### config.mk
export PLATFORM = sky130hd
export DESIGN_NAME = idex_pipe_stage
export DESIGN_NICKNAME = d
export VERILOG_FILES = /design/src/rtl/idex_pipe_stage.sv
export SDC_FILE = /design/constraint.sdc
export NUM_CORES = 1
export LEC_CHECK = 0
export CAP_MARGIN = 20
export CORE_MARGIN = 2
export CORE_UTILIZATION = 39
export DETAILED_ROUTE_END_ITERATION = 10
export PLACE_DENSITY = 0.85
export SYNTH_ARGS = -nofsm -noshare
export SYNTH_HDL_FRONTEND = slang
export SYNTH_SLANG_ARGS = --single-unit
### constraint.sdc
create_clock -name CLK -period 2.3 [get_ports CLK]
set_clock_uncertainty 0.15 [all_clocks]
set_input_delay 0.345 -clock CLK [delete_from_list [all_inputs] [get_ports CLK]]
set_output_delay 0.345 -clock CLK [all_outputs]
set_load 0.1 [all_outputs]
### src/rtl/idex_pipe_stage.sv
// ID/EX pipeline stage for the RV32I core: immediate generation, write-back bypass,
// load-use bubble insertion, flush and downstream stall handling into the EX register set.
module idex_pipe_stage #(
  parameter int XLEN   = 32,
  parameter int CTRL_W = 16
) (
  input  logic              CLK,
  input  logic              RST,
  input  logic              id_valid,
  input  logic [XLEN-1:0]   id_pc,
  input  logic [31:0]       id_inst,
  input  logic [CTRL_W-1:0] id_ctrl,
  input  logic              id_is_load,
  input  logic [XLEN-1:0]   id_rs1_data,
  input  logic [XLEN-1:0]   id_rs2_data,
  input  logic              wb_we,
  input  logic [4:0]        wb_rd,
  input  logic [XLEN-1:0]   wb_data,
  input  logic              ex_stall,
  input  logic              flush,
  output logic              id_ready,
  output logic              ex_valid,
  output logic [XLEN-1:0]   ex_pc,
  output logic [XLEN-1:0]   ex_rs1_data,
  output logic [XLEN-1:0]   ex_rs2_data,
  output logic [XLEN-1:0]   ex_imm,
  output logic [4:0]        ex_rs1,
  output logic [4:0]        ex_rs2,
  output logic [4:0]        ex_rd,
  output logic [2:0]        ex_funct3,
  output logic [6:0]        ex_opcode,
  output logic [CTRL_W-1:0] ex_ctrl,
  output logic              ex_is_load
);

  localparam logic [6:0] OPC_LOAD   = 7'b0000011;
  localparam logic [6:0] OPC_OPIMM  = 7'b0010011;
  localparam logic [6:0] OPC_JALR   = 7'b1100111;
  localparam logic [6:0] OPC_STORE  = 7'b0100011;
  localparam logic [6:0] OPC_BRANCH = 7'b1100011;
  localparam logic [6:0] OPC_LUI    = 7'b0110111;
  localparam logic [6:0] OPC_AUIPC  = 7'b0010111;
  localparam logic [6:0] OPC_JAL    = 7'b1101111;
  localparam logic [6:0] OPC_OP     = 7'b0110011;

  logic [6:0]      opcode;
  logic [4:0]      rs1_idx;
  logic [4:0]      rs2_idx;
  logic [4:0]      rd_idx;
  logic [2:0]      funct3;
  logic [31:0]     imm32;
  logic [XLEN-1:0] id_imm;
  logic            uses_rs1;
  logic            uses_rs2;
  logic [XLEN-1:0] rs1_fwd;
  logic [XLEN-1:0] rs2_fwd;
  logic            hazard;
  logic            load_en;

  assign opcode  = id_inst[6:0];
  assign rd_idx  = id_inst[11:7];
  assign funct3  = id_inst[14:12];
  assign rs1_idx = id_inst[19:15];
  assign rs2_idx = id_inst[24:20];

  // Build the 32-bit immediate first, then sign-extend once to XLEN.
  always_comb begin
    imm32 = 32'd0;
    case (opcode)
      OPC_LOAD, OPC_OPIMM, OPC_JALR:
        imm32 = {{20{id_inst[31]}}, id_inst[31:20]};
      OPC_STORE:
        imm32 = {{20{id_inst[31]}}, id_inst[31:25], id_inst[11:7]};
      OPC_BRANCH:
        imm32 = {{19{id_inst[31]}}, id_inst[31], id_inst[7], id_inst[30:25],
                 id_inst[11:8], 1'b0};
      OPC_LUI, OPC_AUIPC:
        imm32 = {id_inst[31:12], 12'd0};
      OPC_JAL:
        imm32 = {{11{id_inst[31]}}, id_inst[31], id_inst[19:12], id_inst[20],
                 id_inst[30:21], 1'b0};
      default:
        imm32 = 32'd0;
    endcase
  end

  assign id_imm = XLEN'($signed(imm32));

  always_comb begin
    uses_rs1 = 1'b1;
    uses_rs2 = 1'b0;
    case (opcode)
      OPC_LUI, OPC_AUIPC, OPC_JAL: uses_rs1 = 1'b0;
      default:                     uses_rs1 = 1'b1;
    endcase
    case (opcode)
      OPC_OP, OPC_STORE, OPC_BRANCH: uses_rs2 = 1'b1;
      default:                       uses_rs2 = 1'b0;
    endcase
  end

  // x0 is never a bypass source, so a write-back to x0 cannot leak into operands.
  assign rs1_fwd = (wb_we && (wb_rd != 5'd0) && (wb_rd == rs1_idx)) ? wb_data : id_rs1_data;
  assign rs2_fwd = (wb_we && (wb_rd != 5'd0) && (wb_rd == rs2_idx)) ? wb_data : id_rs2_data;

  assign hazard = ex_valid && ex_is_load && (ex_rd != 5'd0) && id_valid &&
                  ((uses_rs1 && (ex_rd == rs1_idx)) || (uses_rs2 && (ex_rd == rs2_idx)));

  assign id_ready = RST || !((ex_stall && !flush) || (hazard && !flush));

  assign load_en = !flush && !ex_stall && !hazard;

  // Flush and bubble only clear the valid bit; payload registers keep their old contents.
  always_ff @(posedge CLK) begin
    if (RST) begin
      ex_valid    <= 1'b0;
      ex_pc       <= '0;
      ex_rs1_data <= '0;
      ex_rs2_data <= '0;
      ex_imm      <= '0;
      ex_rs1      <= 5'd0;
      ex_rs2      <= 5'd0;
      ex_rd       <= 5'd0;
      ex_funct3   <= 3'd0;
      ex_opcode   <= 7'd0;
      ex_ctrl     <= '0;
      ex_is_load  <= 1'b0;
    end else begin
      if (flush || (!ex_stall && hazard)) begin
        ex_valid <= 1'b0;
      end else if (!ex_stall) begin
        ex_valid <= id_valid;
      end
      if (load_en) begin
        ex_pc       <= id_pc;
        ex_rs1_data <= rs1_fwd;
        ex_rs2_data <= rs2_fwd;
        ex_imm      <= id_imm;
        ex_rs1      <= rs1_idx;
        ex_rs2      <= rs2_idx;
        ex_rd       <= rd_idx;
        ex_funct3   <= funct3;
        ex_opcode   <= opcode;
        ex_ctrl     <= id_ctrl;
        ex_is_load  <= id_is_load;
      end
    end
  end

endmodule

==> reports/metrics.cfg <==
[synth]
ys_ff_latch=171
syn_inst=978
ys_types=46
synth_top_area_share_pct=41.0
netlist_area_sq_um=8350
synth_edf_count=0
yosysTopAreaCell=dfxtp_1
syn_nets=1166
ys_seq_area_share_pct=41.0
ys_warn_count=0
synthArstFlopShare_pct=0
ys_top_cells_by_area=dfxtp_1, o31ai_1, a311oi_1
avgSynthCellArea_sq_um=8.54
yosys_most_used_dff=dfxtp_1

[sta]
finalWorstSetupSlack_ns=-0.576
setup_tns_ns=-72.13
max_slew_margin_pct=41.8
hold_violations=0
rsz0062_at_grt=true
slew_violations=0
max_freq_ghz=0.348
worst_slew_pin_slew_ns=0.873
fin_crit_ns=2.88
finalCritPeriodShare_pct=125
setup-violations-final=172

[worst_setup_path]
timing.rr.start=ex_rd[3]
critPathArrivalTime_ns=2.38
crit_type=flip-flop to output pin
end_kind=output pin
worstRegToRegCells=11
path_cells=or4_4 -> o2111ai_4 -> buf_6 -> nor4_4 -> o31ai_4 -> buf_12
cp_max_fo=2
critPathLaunchType=flip-flop
reg2reg_to=ex_rs2[2]
r2r_setup_slack_ns=-0.52
critical_path.slowest_cell=or4_4
cp.required_ns=1.80
max_stage_delay_ns=0.57

[worst_hold_path]
holdPathStages=3
hp-class=input pin to flip-flop
min_from=RST
worstHoldEndpoint=ex_imm[31]

[drt]
drt_iter0_drc=1493
dr_total_vias=12227
wire_per_inst_um=31.0
dr.pass1.iters=5
drc=0
postRouteAntennaNets=0
routed_wl_um=53000
via_per_inst=7.14

[placed_design]
gp_congestion=0.906
io_buffer_count=359
dpl.hpwl_um=25800
pre_cts_slack_ns=-0.716

[global_routing]
grt_start_max_net_pins=70
grt.overflow.total=0
grt_use_met3_pct=11.7
grt_antenna_before_repair=1
top_usage_layer=met2
grt_pass1_vias=11895
met2_usage_pct=69.7
grt_pass1_wl_um=71000
grtUsageTotal_pct=41.1
grt_use_met1_pct=45.4

[finish]
layout_common_cells=buf_4, clkdlybuf4s50_1, dfxtp_1
final_net_count=1612
post-route-util_pct=79.9
final_common_cell=buf_4
fillers=1075
drive_gt1_share_pct=45.7
syn2layout_area_growth_pct=101

[pwr]
power_leakage_nw=5.90
power_per_cell_area_nw_per_um2=555
vdd_ir_drop_max_mv=0.514

[clock_network]
cts_sinks=171
clkTransAtPathRegs_ns=0.09
cts_tree=yes
clk-insertion-delay-late_ns=0.44
cts_hold_buf=0
htreeDepth=4
clockBufferDepth=2
cts_made_buffers=17
root_buffer=clkbuf_16

[floorplan]
die-area_sq_um=22600
row_count=53
die_height_um=150
die_w_um=150
core-area_sq_um=21000
ios=360
start_util_pct=39.7

[status]
status=complete, but fails checks
violations=setup timing

[job]
drv_cap=0

layer usage:
| metal | routed length [um] | up-vias |
|---|---|---|
| met2 | 24100 | 1250 |
| met1 | 17200 | 5737 |
| met3 | 6790 | 398 |
| met5 | 29 | - |
| met4 | 4930 | 2 |
| li1 | - | 4840 |
how the worst max path moves through the flow:
stage	start	endpoint	slack [ns]	cells past startpoint
6_report	ex_rd[3]	id_ready	-0.58	6
5_1_grt	ex_rd[3]	id_ready	-0.60	6
3_5_place_dp	id_inst[5]	ex_rs1_data[2]	-0.72	9
4_1_cts	ex_rd[3]	id_ready	-0.55	6
3_3_place_gp	id_inst[5]	ex_rs1_data[28]	-0.64	9
2_1_floorplan	ex_rd[2]	id_ready	-0.78	6
cell type report:
class	instances	area, sq um	share of cell area (%)
sequential	171	3440	20.5
clock inverter	12	104	0.618
timing repair buffer	570	6230	37.0
antenna	1	2.50	0.0149
tap	275	344	2.05
multi-input combinational	662	6220	37.0
clock buffer	20	458	2.73
inverter	2	7.51	0.0447
power by group:
part	leakage (nW)	switching (mW)	internal, mW
clock	0.277	1.47	1.49
combinational	4.21	2.09	1.01
sequential	1.41	0.145	3.12
total	5.90	3.71	5.61
Yosys cell counts, types with 2 or more instances:
cell type,count
a211oi_1,25
a21oi_1,91
a22oi_1,15
a311oi_1,64
a31oi_1,89
and4_1,2
buf_1,12
buf_2,42
buf_4,2
clkbuf_1,88
dfxtp_1,171
inv_1,2
mux2_2,2
nand2_1,12
nand3_1,68
nand3b_1,2
nand4_1,76
nand4b_1,2
nor2_1,5
nor2b_1,4
nor4_1,2
nor4_4,2
o211a_1,2
o211ai_1,2
o21ai_0,65
o31ai_1,82
or4_1,11
or4_4,2
xnor2_1,19
state kept, by name, indices dropped and copies added (netlist names), 3 cells and up:
name	count
ex_rs1_data	32
ex_rs1	5
ex_ctrl	16
ex_imm	32
ex_opcode	7
ex_rd	5
ex_funct3	3
ex_rs2	5
ex_rs2_data	32
ex_pc	32
critical path, delay by kind of cell, from the launching register on:
family,cells,cell delay (ns)
simple gates,2,0.61
flops,1,0.36
compound gates,2,0.60
buf+inv,2,0.37
through the flow:
stage	total power, mW	instance area, sq um	hold slack [ns]	std cells
finish	9.33	16800	0.105	1713
CTS	9.04	16300	0.0877	1718
global placement	5.92	12700	0.304	1593
floorplan	4.98	8530	0.267	978
global route	9.48	16800	0.0991	1713
detailed placement	5.95	12700	0.310	1593
logic make-up (layout without fill, tap and decap cells):
| logic type | count (synthesis) | count (layout) | share of synthesized area [%] |
|---|---|---|---|
| AOI/OAI and AO/OA | 442 | 442 | 35.1 |
| xor gates and xnor gates | 20 | 20 | 2.10 |
| muxes | 3 | 3 | 0.390 |
| other | 0 | 1 | 0 |
| and+or+nand+nor | 195 | 197 | 14.0 |
| DFF | 171 | 171 | 41.0 |
| buffers and inverters | 147 | 604 | 7.42 |
repair_timing:
action	CTS	global route
gates resized for setup	289	161
gates cloned	41	0
setup buffers	57	15
setup endpoints to repair	172	172
pin swaps	143	87
Power figures use the tool's default switching activity.
